[config.mk]
export PLATFORM = sky130hd
export DESIGN_NAME = whack_a_mole_core_n
export DESIGN_NICKNAME = d
export VERILOG_FILES = /design/src/rtl/whack_a_mole_core_n.sv
export SDC_FILE = /design/constraint.sdc
export NUM_CORES = 1
export LEC_CHECK = 0
export BUFFER_PORTS_ARGS = -buffer_cell sky130_fd_sc_hd__buf_4
export CORE_UTILIZATION = 53
export CTS_CLUSTER_SIZE = 10
export DETAILED_ROUTE_END_ITERATION = 10
export PLACE_DENSITY = 0.75
export SLEW_MARGIN = 10
export SYNTH_ARGS = -nofsm -noshare
export SYNTH_HDL_FRONTEND = slang
export SYNTH_SLANG_ARGS = --single-unit
export TNS_END_PERCENT = 10
[constraint.sdc]
create_clock -name clk -period 2.4 [get_ports clk]
set_clock_uncertainty 0.2 [all_clocks]
set_input_delay 0.48 -clock clk [delete_from_list [all_inputs] [get_ports clk]]
set_output_delay 0.48 -clock clk [all_outputs]
set_load 0.1 [all_outputs]
[src/rtl/whack_a_mole_core_n.sv]
// Whack-a-mole game engine: N_MOLES buttons, level progression, miss limit, de-duplicated LFSR mole choice.
// Optional macro WAM_SPEEDUP_EN shrinks the reaction window as the level rises.
module whack_a_mole_core_n #(
    parameter int          N_MOLES    = 8,
    parameter int          SCORE_W    = 8,
    parameter int          WIN_W      = 16,
    parameter int          WIN_INIT   = 50000,
    parameter int          WIN_STEP   = 5000,
    parameter int          WIN_MIN    = 5000,
    parameter int          GAP_CYCLES = 10000,
    parameter int          LEVEL_UP   = 8,
    parameter int          MAX_MISS   = 3,
    parameter logic [15:0] LFSR_SEED  = 16'hACE1
) (
    input  logic               clk,
    input  logic               rst_n,
    input  logic               start_i,
    input  logic [N_MOLES-1:0] btn_i,
    output logic [N_MOLES-1:0] mole_o,
    output logic [SCORE_W-1:0] score_o,
    output logic [3:0]         level_o,
    output logic [3:0]         misses_o,
    output logic [1:0]         state_o,
    output logic               game_over_o,
    output logic               hit_pulse_o,
    output logic               miss_pulse_o
);

    typedef enum logic [1:0] {S_IDLE = 2'd0, S_GAP = 2'd1, S_UP = 2'd2, S_OVER = 2'd3} state_t;

    localparam int IDX_W = (N_MOLES > 1) ? $clog2(N_MOLES) : 1;
    localparam int HC_W  = $clog2(LEVEL_UP + 1);

    state_t             state_q, state_d;
    logic [WIN_W-1:0]   timer_q, timer_d;
    logic [15:0]        lfsr_q, lfsr_d;
    logic [N_MOLES-1:0] btn_meta_q, btn_s_q, btn_d_q;
    logic [N_MOLES-1:0] mole_q, mole_d;
    logic [SCORE_W-1:0] score_q, score_d;
    logic [3:0]         level_q, level_d;
    logic [3:0]         misses_q, misses_d;
    logic [HC_W-1:0]    hit_cnt_q, hit_cnt_d;
    logic [IDX_W-1:0]   prev_idx_q, prev_idx_d;
    logic               hit_pulse_q, hit_pulse_d;
    logic               miss_pulse_q, miss_pulse_d;

    logic [N_MOLES-1:0] rise;
    logic [IDX_W-1:0]   cand_idx, next_idx;
    logic [N_MOLES-1:0] mole_next;
    logic [WIN_W-1:0]   window;
    logic               hit, wrong, expired;

    assign rise     = btn_s_q & ~btn_d_q;
    assign cand_idx = IDX_W'(lfsr_q[7:0] % 8'(N_MOLES));
    // Never show the same mole twice in a row: bump a repeated candidate to its neighbour.
    assign next_idx = (cand_idx != prev_idx_q) ? cand_idx :
                      (cand_idx == IDX_W'(N_MOLES - 1)) ? '0 : cand_idx + 1'b1;
    assign hit      = |(rise & mole_q);
    assign wrong    = |(rise & ~mole_q);
    assign expired  = (timer_q == '0);

    always_comb begin
        mole_next           = '0;
        mole_next[next_idx] = 1'b1;
    end

`ifdef WAM_SPEEDUP_EN
    localparam int SPAN = (WIN_INIT > WIN_MIN) ? WIN_INIT - WIN_MIN : 0;
    logic [31:0] reduce;
    always_comb begin
        reduce = 32'(level_q) * 32'(WIN_STEP);
        if (reduce >= 32'(SPAN)) window = WIN_W'(WIN_MIN);
        else                     window = WIN_W'(32'(WIN_INIT) - reduce);
    end
`else
    assign window = WIN_W'(WIN_INIT);
`endif

    // NOTE: every output of this block gets a default first, so no path can infer a latch.
    always_comb begin
        state_d      = state_q;
        timer_d      = timer_q;
        lfsr_d       = lfsr_q[0] ? ((lfsr_q >> 1) ^ 16'hB400) : (lfsr_q >> 1);
        mole_d       = mole_q;
        score_d      = score_q;
        level_d      = level_q;
        misses_d     = misses_q;
        hit_cnt_d    = hit_cnt_q;
        prev_idx_d   = prev_idx_q;
        hit_pulse_d  = 1'b0;
        miss_pulse_d = 1'b0;

        case (state_q)
            S_IDLE, S_OVER: begin
                mole_d = '0;
                if (start_i) begin
                    score_d    = '0;
                    misses_d   = '0;
                    level_d    = '0;
                    hit_cnt_d  = '0;
                    prev_idx_d = '0;
                    timer_d    = WIN_W'(GAP_CYCLES - 1);
                    state_d    = S_GAP;
                end
            end
            S_GAP: begin
                timer_d = timer_q - 1'b1;
                if (expired) begin
                    prev_idx_d = next_idx;
                    mole_d     = mole_next;
                    timer_d    = window - 1'b1;
                    state_d    = S_UP;
                end
            end
            S_UP: begin
                timer_d = timer_q - 1'b1;
                if (hit) begin
                    hit_pulse_d = 1'b1;
                    if (score_q != '1) score_d = score_q + 1'b1;
                    if (hit_cnt_q + 1'b1 == HC_W'(LEVEL_UP)) begin
                        hit_cnt_d = '0;
                        if (level_q != 4'hF) level_d = level_q + 1'b1;
                    end else begin
                        hit_cnt_d = hit_cnt_q + 1'b1;
                    end
                    mole_d  = '0;
                    timer_d = WIN_W'(GAP_CYCLES - 1);
                    state_d = S_GAP;
                end else if (wrong || expired) begin
                    miss_pulse_d = 1'b1;
                    misses_d     = misses_q + 1'b1;
                    mole_d       = '0;
                    if (misses_q + 1'b1 == 4'(MAX_MISS)) begin
                        state_d = S_OVER;
                    end else begin
                        timer_d = WIN_W'(GAP_CYCLES - 1);
                        state_d = S_GAP;
                    end
                end
            end
            default: state_d = S_IDLE;
        endcase
    end

    // NOTE: sequential state uses non-blocking assignments so every flop samples pre-edge values.
    always_ff @(posedge clk or negedge rst_n) begin
        if (!rst_n) begin
            state_q      <= S_IDLE;
            timer_q      <= '0;
            lfsr_q       <= LFSR_SEED;
            btn_meta_q   <= '0;
            btn_s_q      <= '0;
            btn_d_q      <= '0;
            mole_q       <= '0;
            score_q      <= '0;
            level_q      <= '0;
            misses_q     <= '0;
            hit_cnt_q    <= '0;
            prev_idx_q   <= '0;
            hit_pulse_q  <= 1'b0;
            miss_pulse_q <= 1'b0;
        end else begin
            state_q      <= state_d;
            timer_q      <= timer_d;
            lfsr_q       <= lfsr_d;
            btn_meta_q   <= btn_i;
            btn_s_q      <= btn_meta_q;
            btn_d_q      <= btn_s_q;
            mole_q       <= mole_d;
            score_q      <= score_d;
            level_q      <= level_d;
            misses_q     <= misses_d;
            hit_cnt_q    <= hit_cnt_d;
            prev_idx_q   <= prev_idx_d;
            hit_pulse_q  <= hit_pulse_d;
            miss_pulse_q <= miss_pulse_d;
        end
    end

    assign mole_o       = mole_q;
    assign score_o      = score_q;
    assign level_o      = level_q;
    assign misses_o     = misses_q;
    assign state_o      = state_q;
    assign game_over_o  = (state_q == S_OVER);
    assign hit_pulse_o  = hit_pulse_q;
    assign miss_pulse_o = miss_pulse_q;

endmodule

==> results by group, run 1 <==
Synth
  – Netlist Area Pre-Place: 4290 µm²
  – Yosys cell types: 55
  – Post-Syn Nets: 445
  – EDFF count, synth: 0
  – Post-synth ARST share: 100%
  – Cell count after synthesis: 420
  – Primary FF master, synth: dfrtp_1
  – Synth Register Bits: 91
  – Synth top area share: 48.4%
  – Dominant cells by area after synthesis: dfrtp_1 (48%), dfstp_2 (4.9%), nor2_1 (4.5%)
  – Area leader, netlist: dfrtp_1
  – Synth warn: 0
  – Mean post-synth cell area: 10.2 µm²
  – Sequential area share after synthesis: 53.3%

Routing
  – WL final: 9600 µm
  – Drt wl/cell: 15.8 µm
  – Drt initial violations: 190
  – Vias: 3,485
  – ANT nets after route: 0
  – Drt pass-1 iters: 6
  – Post-DR vias/cell: 5.74
  – Drc violations: 0

Floorplan
  – Initial Util: 55.3%
  – Die area: 8460 µm²
  – Die width: 92 µm
  – Core area: 7770 µm²
  – Row cnt: 32
  – Ports: 40
  – DIE HEIGHT: 92 µm

Placement
  – Dpl ws: -0.0362 ns
  – Placer congestion estimate: 0.930
  – # port buffers: 39
  – Dpl hpwl: 6900 µm

Timing
  – Fin worst setup slack: 0.0503 ns
  – Final min period: 2.35 ns
  – Final hold vios: 0
  – Fin. max-slew vios: 0
  – RSZ-0062 raised after global routing: true
  – Fmax: 426 MHz
  – Final setup violation count: 0
  – Worst slew pin tran: 0.468 ns
  – Relative slew slack: 68.8%
  – Period utilisation layout: 97.9%

CTS
  – CTS H-Tree Depth: 3
  – Setup bufs post-CTS: 0
  – Clock root buffer: clkbuf_8
  – CTS tree: yes
  – Max clock buf depth: 2
  – Clk sink count: 91
  – Worst skew pair latency: 0.36 ns
  – CTS Buf Count: 9
  – Clk pin slew, worst setup/hold paths: 0.09 ns

GRT
  – Overflow after GRT: 0
  – Global Route Usage Sum: 24.4%
  – Largest net degree at the start of global routing: 48
  – First-pass GRT wire length: 16,200 µm
  – Vias in the first global route: 3,484
  – Number of antenna violations at the first check in global routing: 0

Finish
  – Ant. Diodes: 0
  – Nets@finish: 525
  – Commonest cells after routing, fill and taps aside: buf_4 (75), dfrtp_1 (69), nor2_1 (50)
  – Ratio of cells with drive above 1 in the final layout: 29.3%
  – Commonest non-fill, non-tap cell in the layout: buf_4
  – Synthesis-to-layout area growth: 26.4%

Run
  – Max_cap viols: 0

Setup path
  – WP data required: 2.45 ns
  – CP endpoint kind: flip-flop
  – CP max FO: 8
  – CP bufs+invs: 0
  – Worst EP arrival: 2.40 ns
  – CP peak stage delay: 0.53 ns
  – CP Launch Type: flip-flop
  – Critical path class: flip-flop to flip-flop
  – Crit-path leading delay family: compound AO/OA/AOI/OAI gates
  – Crit path cell chain: ha_4 > and2_1 > a21oi_1 > o32ai_4 > a21o_4 > a31oi_4 > nor3_1 > a211o_1
  – Slowest CP cell: dfrtp_4

Power and ir drop
  – Worst ir drop on vdd: 0.705 mV
  – PD cells: 1100 nW/µm²
  – Leakage: 0.00239 µW
  – Tot Pwr: 5970 µW

Status
  – Status: finished clean

Hold path
  – HP Class: primary input to flip-flop
sequential cells by signal (all words and copies together) (netlist names):
name / flops
lfsr_q: 16
miss_pulse_o: 1
hit_cnt_q: 4
state_o: 2
hit_pulse_o: 1
misses_o: 4
score_o: 8
btn_d_q: 8
prev_idx_q: 3
btn_s_q: 8
btn_meta_q: 8
timer_q: 16
level_o: 4
mole_o: 8
layout make-up:
class / instances / area, µm²
sequential: 91 / 2340
multi-input combinational: 304 / 2050
tap: 102 / 128
clock buffer: 10 / 128
clock inverter: 6 / 73.8
timing repair buffer: 83 / 663
fill: 602 / 2340
inverter: 11 / 48.8
power by group:
group,internal (µW),switching (µW),leakage (µW)
clock,495,571,0.0000950
combinational,1100,1850,0.00116
sequential,1750,203,0.00113
total,3340,2630,0.00239
routing by layer:
layer / part of all wire [%] / vias up / global-route usage, %
met3: 4.0 / 13 / 5.97
met2: 49 / 80 / 41.2
met5: 0 / - / 0
met1: 45 / 1730 / 31.0
met4: 1.3 / 0 / 7.29
li1: - / 1662 / -
worst paths after layout:
check	cells past startpoint	slack [ns]	to	startpoint
setup / recovery	8	0.05	timer_q[5]	misses_o[1]
hold / removal	1	0.02	btn_meta_q[0]	btn_i[0]
setup reg to reg	8	0.05	timer_q[5]	misses_o[1]
hold reg to reg	0	0.16	btn_s_q[5]	btn_meta_q[5]
max in group asynchronous	3	0.97	lfsr_q[5]	rst_n
min in group asynchronous	2	0.39	btn_s_q[3]	rst_n
synthesized netlist by cell type, types with 4 or more instances:
cell type,n
nor3_1,21
nand2_1,39
inv_1,11
or2_2,4
nand4_1,9
a22oi_1,4
dfrtp_1,83
o32ai_1,4
clkbuf_1,9
nand2b_1,5
a211o_1,4
a21oi_1,22
dfstp_2,8
mux2i_1,6
nor4_1,4
nand3_1,10
nor3b_1,11
xor2_1,12
nor2_1,52
o31ai_1,15
ha_1,14
o21ai_0,16
nand3b_1,10
kinds of logic (layout without fill, tap and decap cells):
family          after synthesis  count (layout)  synth area share, %
compound gates               90              90                 14.6
mux                           6               6                 1.40
flops                        91              91                 53.3
simple gates                179             179                 21.1
fa+ha+maj                    14              14                 4.08
buf+inv                      25             110                 2.48
xor+xnor                     15              15                 3.06
through the flow:
stage	TNS (ns)	hold slack, ns	instance area (µm²)	utilization [%]	instances
after global placement	0	0.133	5110	65.7	585
final	0	0.0241	5430	69.8	607
after detailed placement	-0.0419	0.139	5110	65.7	585
after global routing	-0.238	0.00000355	5430	69.8	607
after floorplan	-0.161	-0.0156	4460	-	420
after CTS	0	0.00944	5320	68.5	602
repair_timing:
action	in CTS	in global routing
pin swaps	0	1
hold buffers	1	5
setup endpoints to repair	3	17
gates resized for setup	2	10
endpoints found under the hold margin	31	5
Power figures use the tool's default switching activity.
==> run 2, diff against run 1 <==
--- a/config.mk
+++ b/config.mk
@@ -7,6 +7,7 @@
 export LEC_CHECK = 0
 export BUFFER_PORTS_ARGS = -buffer_cell sky130_fd_sc_hd__buf_4
 export CORE_UTILIZATION = 53
+export CTS_BUF_LIST = sky130_fd_sc_hd__clkbuf_4 sky130_fd_sc_hd__clkbuf_8 sky130_fd_sc_hd__clkbuf_16
 export CTS_CLUSTER_SIZE = 10
 export DETAILED_ROUTE_END_ITERATION = 10
 export PLACE_DENSITY = 0.75
==> run 2 against run 1 <==
Net effect: critical path depth stayed put; sequential cell count stayed put; power is 0.21% higher; critical endpoint unchanged; highest routed layer unchanged.
==> results by group, run 2 (same netlist as run 1, synthesis figures left out) <==
GRT
  – Global Route Usage Sum: 24.4% (unchanged)
  – Vias in the first global route: 3,484 (unchanged)
  – Overflow after GRT: 0 (unchanged)
  – First-pass GRT wire length: 16,200 µm (unchanged)
  – Largest net degree at the start of global routing: 48 (unchanged)
  – Number of antenna violations at the first check in global routing: 0 (unchanged)

Finish
  – Final Util: 69.9% (about the same)
  – Synthesis-to-layout area growth: 26.5% (about the same)
  – Commonest non-fill, non-tap cell in the layout: buf_4
  – Filler instances: 600 (-0.33%)
  – Ant. Diodes: 0 (unchanged)
  – Ratio of cells with drive above 1 in the final layout: 29.5% (+0.20 points)
  – Nets@finish: 525 (unchanged)
  – Largest registers: lfsr_q x16, timer_q x16
  – Commonest cells after routing, fill and taps aside: buf_4 (75), dfrtp_1 (69), nor2_1 (50)

Timing
  – Worst slew pin tran: 0.468 ns (+0.0000842 ns)
  – Final setup violation count: 0 (unchanged)
  – Final hold vios: 0 (unchanged)
  – Final min period: 2.35 ns (+0.0000188 ns)
  – RSZ-0062 raised after global routing: true
  – Fin. max-slew vios: 0 (unchanged)
  – Relative slew slack: 68.8% (about the same)
  – Fmax: 426 MHz (about the same)
  – Period utilisation layout: 97.9% (about the same)
  – Worst hold margin: 0.0234 ns (-0.000704 ns)

CTS
  – CTS tree: yes
  – CTS Buf Count: 9 (unchanged)
  – Clk sink count: 91 (unchanged)
  – Worst skew pair latency: 0.36 ns (about the same)
  – Max clock buf depth: 2 (unchanged)
  – CTS H-Tree Depth: 3 (unchanged)
  – Clock root buffer: clkbuf_8
  – Clk pin slew, worst setup/hold paths: 0.09 ns (about the same)

Power and ir drop
  – Worst ir drop on vdd: 0.705 mV (about the same)
  – Internal power: 3350 µW (+0.34%)
  – Logic pwr share: 49.3% (about the same)
  – Sequential share of power: 32.7% (about the same)
  – PD cells: 1100 nW/µm² (+0.14%)
  – Sw power: 2630 µW (about the same)
  – Leakage: 0.00240 µW (+0.14%)
  – Clk pwr share: 18.0% (about the same)
  – Switching Share: 43.9% (-0.074 points)

Floorplan
  – Initial Util: 55.3% (unchanged)
  – Die area: 8460 µm² (unchanged)
  – Ports: 40 (unchanged)
  – Die width: 92 µm (unchanged)
  – DIE HEIGHT: 92 µm (unchanged)
  – Core area: 7770 µm² (unchanged)
  – Row cnt: 32 (unchanged)

Routing
  – ANT nets after route: 0 (unchanged)
  – Drt pass-1 iters: 6 (unchanged)
  – Post-DR vias/cell: 5.73 (-0.11%)
  – Drt initial violations: 190 (unchanged)
  – Drc violations: 0 (unchanged)
  – Drt wl/cell: 15.8 µm (about the same)
  – WL final: 9610 µm (about the same)
  – Vias: 3,481 (-0.11%)

Setup path
  – Critical path class: flip-flop to flip-flop
  – WP data required: 2.45 ns (about the same)
  – RR Startpoint: misses_o[1]
  – Reg2Reg Capture Point: timer_q[5]
  – CP endpoint kind: flip-flop
  – CP Launch Type: flip-flop
  – R2r worst-path depth: 8 (unchanged)
  – CP max FO: 8 (unchanged)
  – Worst EP arrival: 2.40 ns (about the same)
  – R2R Setup Slk: 0.05 ns (about the same)

Placement
  – Dpl hpwl: 6900 µm (unchanged)
  – # port buffers: 39 (unchanged)
  – Placer congestion estimate: 0.930 (unchanged)

Status
  – Status: finished clean

Hold path
  – Hold Crit Start: btn_i[0]
  – Hold path endpoint: btn_meta_q[0]
  – HP Class: primary input to flip-flop
  – Hold Path Stages: 1 (unchanged)

Run
  – Max_cap viols: 0 (unchanged)
-- run 2: cell counts in the layout (fill, tap and decap cells not counted) --
Identical to the previous run, type by type.
-- run 2: through the flow --
step / power (µW) / area [µm²] / setup slack, ns / std cells / setup TNS (ns)
floorplan: 3910 / 4460 / -0.0730 / 420 / -0.161
global route: 6340 / 5430 / -0.0743 / 607 / -0.238
CTS: 5930 / 5330 / 0.0143 / 602 / 0
global placement: 4750 / 5110 / 0.0263 / 585 / 0
detailed placement: 4820 / 5110 / -0.0362 / 585 / -0.0419
finish: 5980 / 5430 / 0.0502 / 607 / 0
-- run 2: worst max-delay path, stage by stage (launching register included) --
cell and delay (ns):
dfrtp_4 0.53, ha_4 0.18, and2_1 0.13, a21oi_1 0.24
o32ai_4 0.13, a21o_4 0.22, a31oi_4 0.25, nor3_1 0.09
a211o_1 0.27
-- run 2: how the worst max path moves through the flow --
| stage | slack [ns] | end | startpoint | cells past startpoint |
|---|---|---|---|---|
| floorplan | -0.07 | timer_q[2] | misses_o[0] | 9 |
| global placement | 0.03 | timer_q[2] | misses_o[0] | 8 |
| detailed placement | -0.04 | timer_q[2] | misses_o[0] | 8 |
| CTS | 0.01 | timer_q[5] | timer_q[9] | 7 |
| global route | -0.07 | timer_q[2] | misses_o[0] | 8 |
| finish | 0.05 | timer_q[5] | misses_o[1] | 8 |
-- run 2: power groups by stage --
stage | sequential [µW] | combinational (µW) | clock (µW)
floorplan | 2360 | 1550 | 0
finish | 1950 | 2950 | 1080
CTS | 1940 | 2880 | 1110
global placement | 1960 | 2790 | 0
detailed placement | 1970 | 2850 | 0
global route | 1980 | 3190 | 1160
-- run 2: metal layers --
layer | vias up | share of wire [%] | track usage, %
met3 | 11 | 4.0 | 5.97
li1 | 1662 | - | -
met4 | 0 | 1.2 | 7.29
met1 | 1728 | 45 | 31.0
met5 | - | 0 | 0
met2 | 80 | 49 | 41.2
-- run 2: repair_timing --
item	4_1_cts	5_1_grt
hold buffers	1	5
pin swaps	0	1
setup endpoints to repair	3	17
buffers inserted	0	0
endpoints found under the hold margin	31	5
gates resized for setup	2	10
gates cloned	0	0
-- run 2: layout make-up --
cell class,count,area (µm²),area share [%]
clock buffer,10,131,2.42
sequential,91,2340,43.1
inverter,11,48.8,0.899
timing repair buffer,83,663,12.2
tap,102,128,2.35
clock inverter,6,73.8,1.36
multi-input combinational,304,2050,37.7
==> run 3, diff against run 2 <==
--- a/config.mk
+++ b/config.mk
@@ -5,7 +5,7 @@
 export SDC_FILE = /design/constraint.sdc
 export NUM_CORES = 1
 export LEC_CHECK = 0
-export BUFFER_PORTS_ARGS = -buffer_cell sky130_fd_sc_hd__buf_4
+export BUFFER_PORTS_ARGS = -buffer_cell sky130_fd_sc_hd__buf_2
 export CORE_UTILIZATION = 53
 export CTS_BUF_LIST = sky130_fd_sc_hd__clkbuf_4 sky130_fd_sc_hd__clkbuf_8 sky130_fd_sc_hd__clkbuf_16
 export CTS_CLUSTER_SIZE = 10
==> run 3 against run 2 <==
Net effect: cell area down 0.51%; utilization down 0.35 points; clock power up 19%; power up 2.9%; final cell count up 0.66%; register-to-register slack better by 0.03 ns; non-clock buffer count up 4; fmax up 1.4%; critical path depth unchanged; worst hold slack worse by 0.0066 ns; die area unchanged; first-iteration DRC count down 2.1%; largest cell class unchanged; highest routed layer unchanged.
==> results by group, run 3 (same netlist as run 1, synthesis figures left out) <==
Finish
  – Area of the multi-input gates: 2030 µm² (-0.61%)
  – Largest registers: lfsr_q x16, timer_q x16
  – Commonest non-fill, non-tap cell in the layout: dfrtp_1
  – Ant. Diodes: 0 (unchanged)
  – Final Util: 69.5% (-0.35 points)
  – Commonest cells after routing, fill and taps aside: dfrtp_1 (69), nor2_1 (50), buf_4 (40)
  – Nets@finish: 529 (+0.76%)
  – Storage cell area: 2340 µm² (unchanged)
  – Synthesis-to-layout area growth: 25.8%
  – Ratio of cells with drive above 1 in the final layout: 29.5% (-0.035 points)
  – Post-Layout Cell Count: 611 (+0.66%)
  – Filler instances: 558 (-7.0%)

Hold path
  – HP Class: primary input to flip-flop

CTS
  – CTS Buf Count: 9 (unchanged)
  – Clk sink count: 91 (unchanged)
  – Clock root buffer: clkbuf_8
  – Max clock buf depth: 2 (unchanged)
  – CTS tree: yes
  – Clk pin slew, worst setup/hold paths: 0.09 ns (about the same)
  – Worst skew pair latency: 0.36 ns (about the same)
  – CTS H-Tree Depth: 3 (unchanged)

Setup path
  – Slowest CP cell: dfrtp_4
  – R2R Setup Slk: 0.08 ns (+0.03 ns)
  – CP max FO: 8 (unchanged)
  – CP bufs+invs: 0 (unchanged)
  – Crit path cell chain: ha_4 > and2_1 > a21oi_1 > o32ai_4 > a21o_4 > a31oi_4 > nor3_1 > a211o_1
  – WP data required: 2.46 ns (about the same)
  – CP endpoint kind: flip-flop
  – Worst EP arrival: 2.38 ns (-0.02 ns)
  – CP peak stage delay: 0.51 ns (-0.02 ns)
  – CP Launch Type: flip-flop
  – Critical path class: flip-flop to flip-flop
  – Crit-path leading delay family: compound AO/OA/AOI/OAI gates

Floorplan
  – Initial Util: 55.3% (unchanged)
  – Die area: 8460 µm² (unchanged)
  – Row cnt: 32 (unchanged)
  – Die width: 92 µm (unchanged)
  – Core area: 7770 µm² (unchanged)
  – DIE HEIGHT: 92 µm (unchanged)
  – Ports: 40 (unchanged)

Placement
  – Dpl hpwl: 6550 µm (-5.1%)
  – Placer congestion estimate: 0.911 (-2.0%)
  – # port buffers: 39 (unchanged)
  – Placed Cells: 585 (unchanged)

Timing
  – Final min period: 2.32 ns (-0.0317 ns)
  – Period utilisation layout: 96.6% (-1.3 points)
  – Final setup violation count: 0 (unchanged)
  – RSZ-0062 raised after global routing: true
  – Final hold vios: 0 (unchanged)
  – Worst slew pin tran: 0.578 ns (+0.110 ns)
  – Fmax: 431 MHz (+1.4%)
  – Worst hold margin: 0.0169 ns (-0.00657 ns)
  – Fin. max-slew vios: 0 (unchanged)
  – Relative slew slack: 61.5% (-7.3 points)
  – Post-route setup TNS: 0 ns (unchanged)

Routing
  – Drt pass-1 iters: 4 (-2)
  – Drt initial violations: 186 (-2.1%)
  – Drc violations: 0 (unchanged)
  – Post-DR vias/cell: 5.76 (+0.37%)
  – Vias: 3,517 (+1.0%)
  – WL final: 9490 µm (-1.2%)
  – Drt wl/cell: 15.5 µm (-1.8%)
  – ANT nets after route: 0 (unchanged)

Run
  – Max_cap viols: 0 (unchanged)

Power and ir drop
  – Leakage: 0.00244 µW (+1.8%)
  – PD cells: 1140 nW/µm² (+3.4%)
  – Worst ir drop on vdd: 0.546 mV (-23%)

GRT
  – Largest net degree at the start of global routing: 43 (-10%)
  – Overflow after GRT: 0 (unchanged)
  – First-pass GRT wire length: 15,700 µm (-3.3%)
  – Global Route Usage Sum: 23.6% (-0.76 points)
  – Number of antenna violations at the first check in global routing: 0 (unchanged)
  – Vias in the first global route: 3,434 (-1.4%)

Status
  – Status: finished clean
[run 3: worst paths after layout]
kind,start,end,cells past startpoint
max,misses_o[1],timer_q[11],8
min,btn_i[2],btn_meta_q[2],1
max in group asynchronous,rst_n,lfsr_q[6],3
max reg2reg,misses_o[1],timer_q[11],8
min reg2reg,btn_meta_q[1],btn_s_q[1],0
min in group asynchronous,rst_n,btn_d_q[4],2
[run 3: repair_timing]
item | in CTS | in global routing
pin swaps | 1 | 3
resized for setup | 1 | 9
endpoints found under the setup margin | 2 | 24
endpoints found under the hold margin | 42 | 3
setup buffers | 0 | 3
hold buffers | 4 | 3
[run 3: power breakdown]
group | internal (µW) | total [µW] | switching, µW
clock | 720 | 1280 | 562
sequential | 1750 | 1930 | 184
combinational | 1070 | 2940 | 1860
[run 3: final cells by class]
cell class | count | area share (%)
flip-flops and latches | 91 | 43.3
repair buffers | 87 | 11.1
multi-input cells | 304 | 37.7
clock inverters | 6 | 2.25
clock buffers | 10 | 2.43
inverters | 11 | 0.903
well taps | 102 | 2.36
[run 3: routing by layer]
| layer | GRT usage, % | share of wire, % | wire length [µm] | vias up |
|---|---|---|---|---|
| met2 | 39.2 | 48 | 4590 | 89 |
| met1 | 30.2 | 45 | 4310 | 1726 |
| met3 | 5.89 | 4.0 | 377 | 21 |
| met4 | 7.94 | 2.2 | 211 | 0 |
| met5 | 0 | 0 | 0 | - |
| li1 | - | - | - | 1681 |
[run 3: metrics by stage]
| stage | instance area [µm²] | total power (µW) | setup slack, ns |
|---|---|---|---|
| after floorplan | 4460 | 3910 | -0.0730 |
| after global placement | 5000 | 4660 | 0.0144 |
| after detailed placement | 5000 | 4720 | -0.0259 |
| after CTS | 5300 | 6040 | 0.0126 |
| after global routing | 5400 | 6500 | -0.0408 |
| final | 5400 | 6150 | 0.0819 |
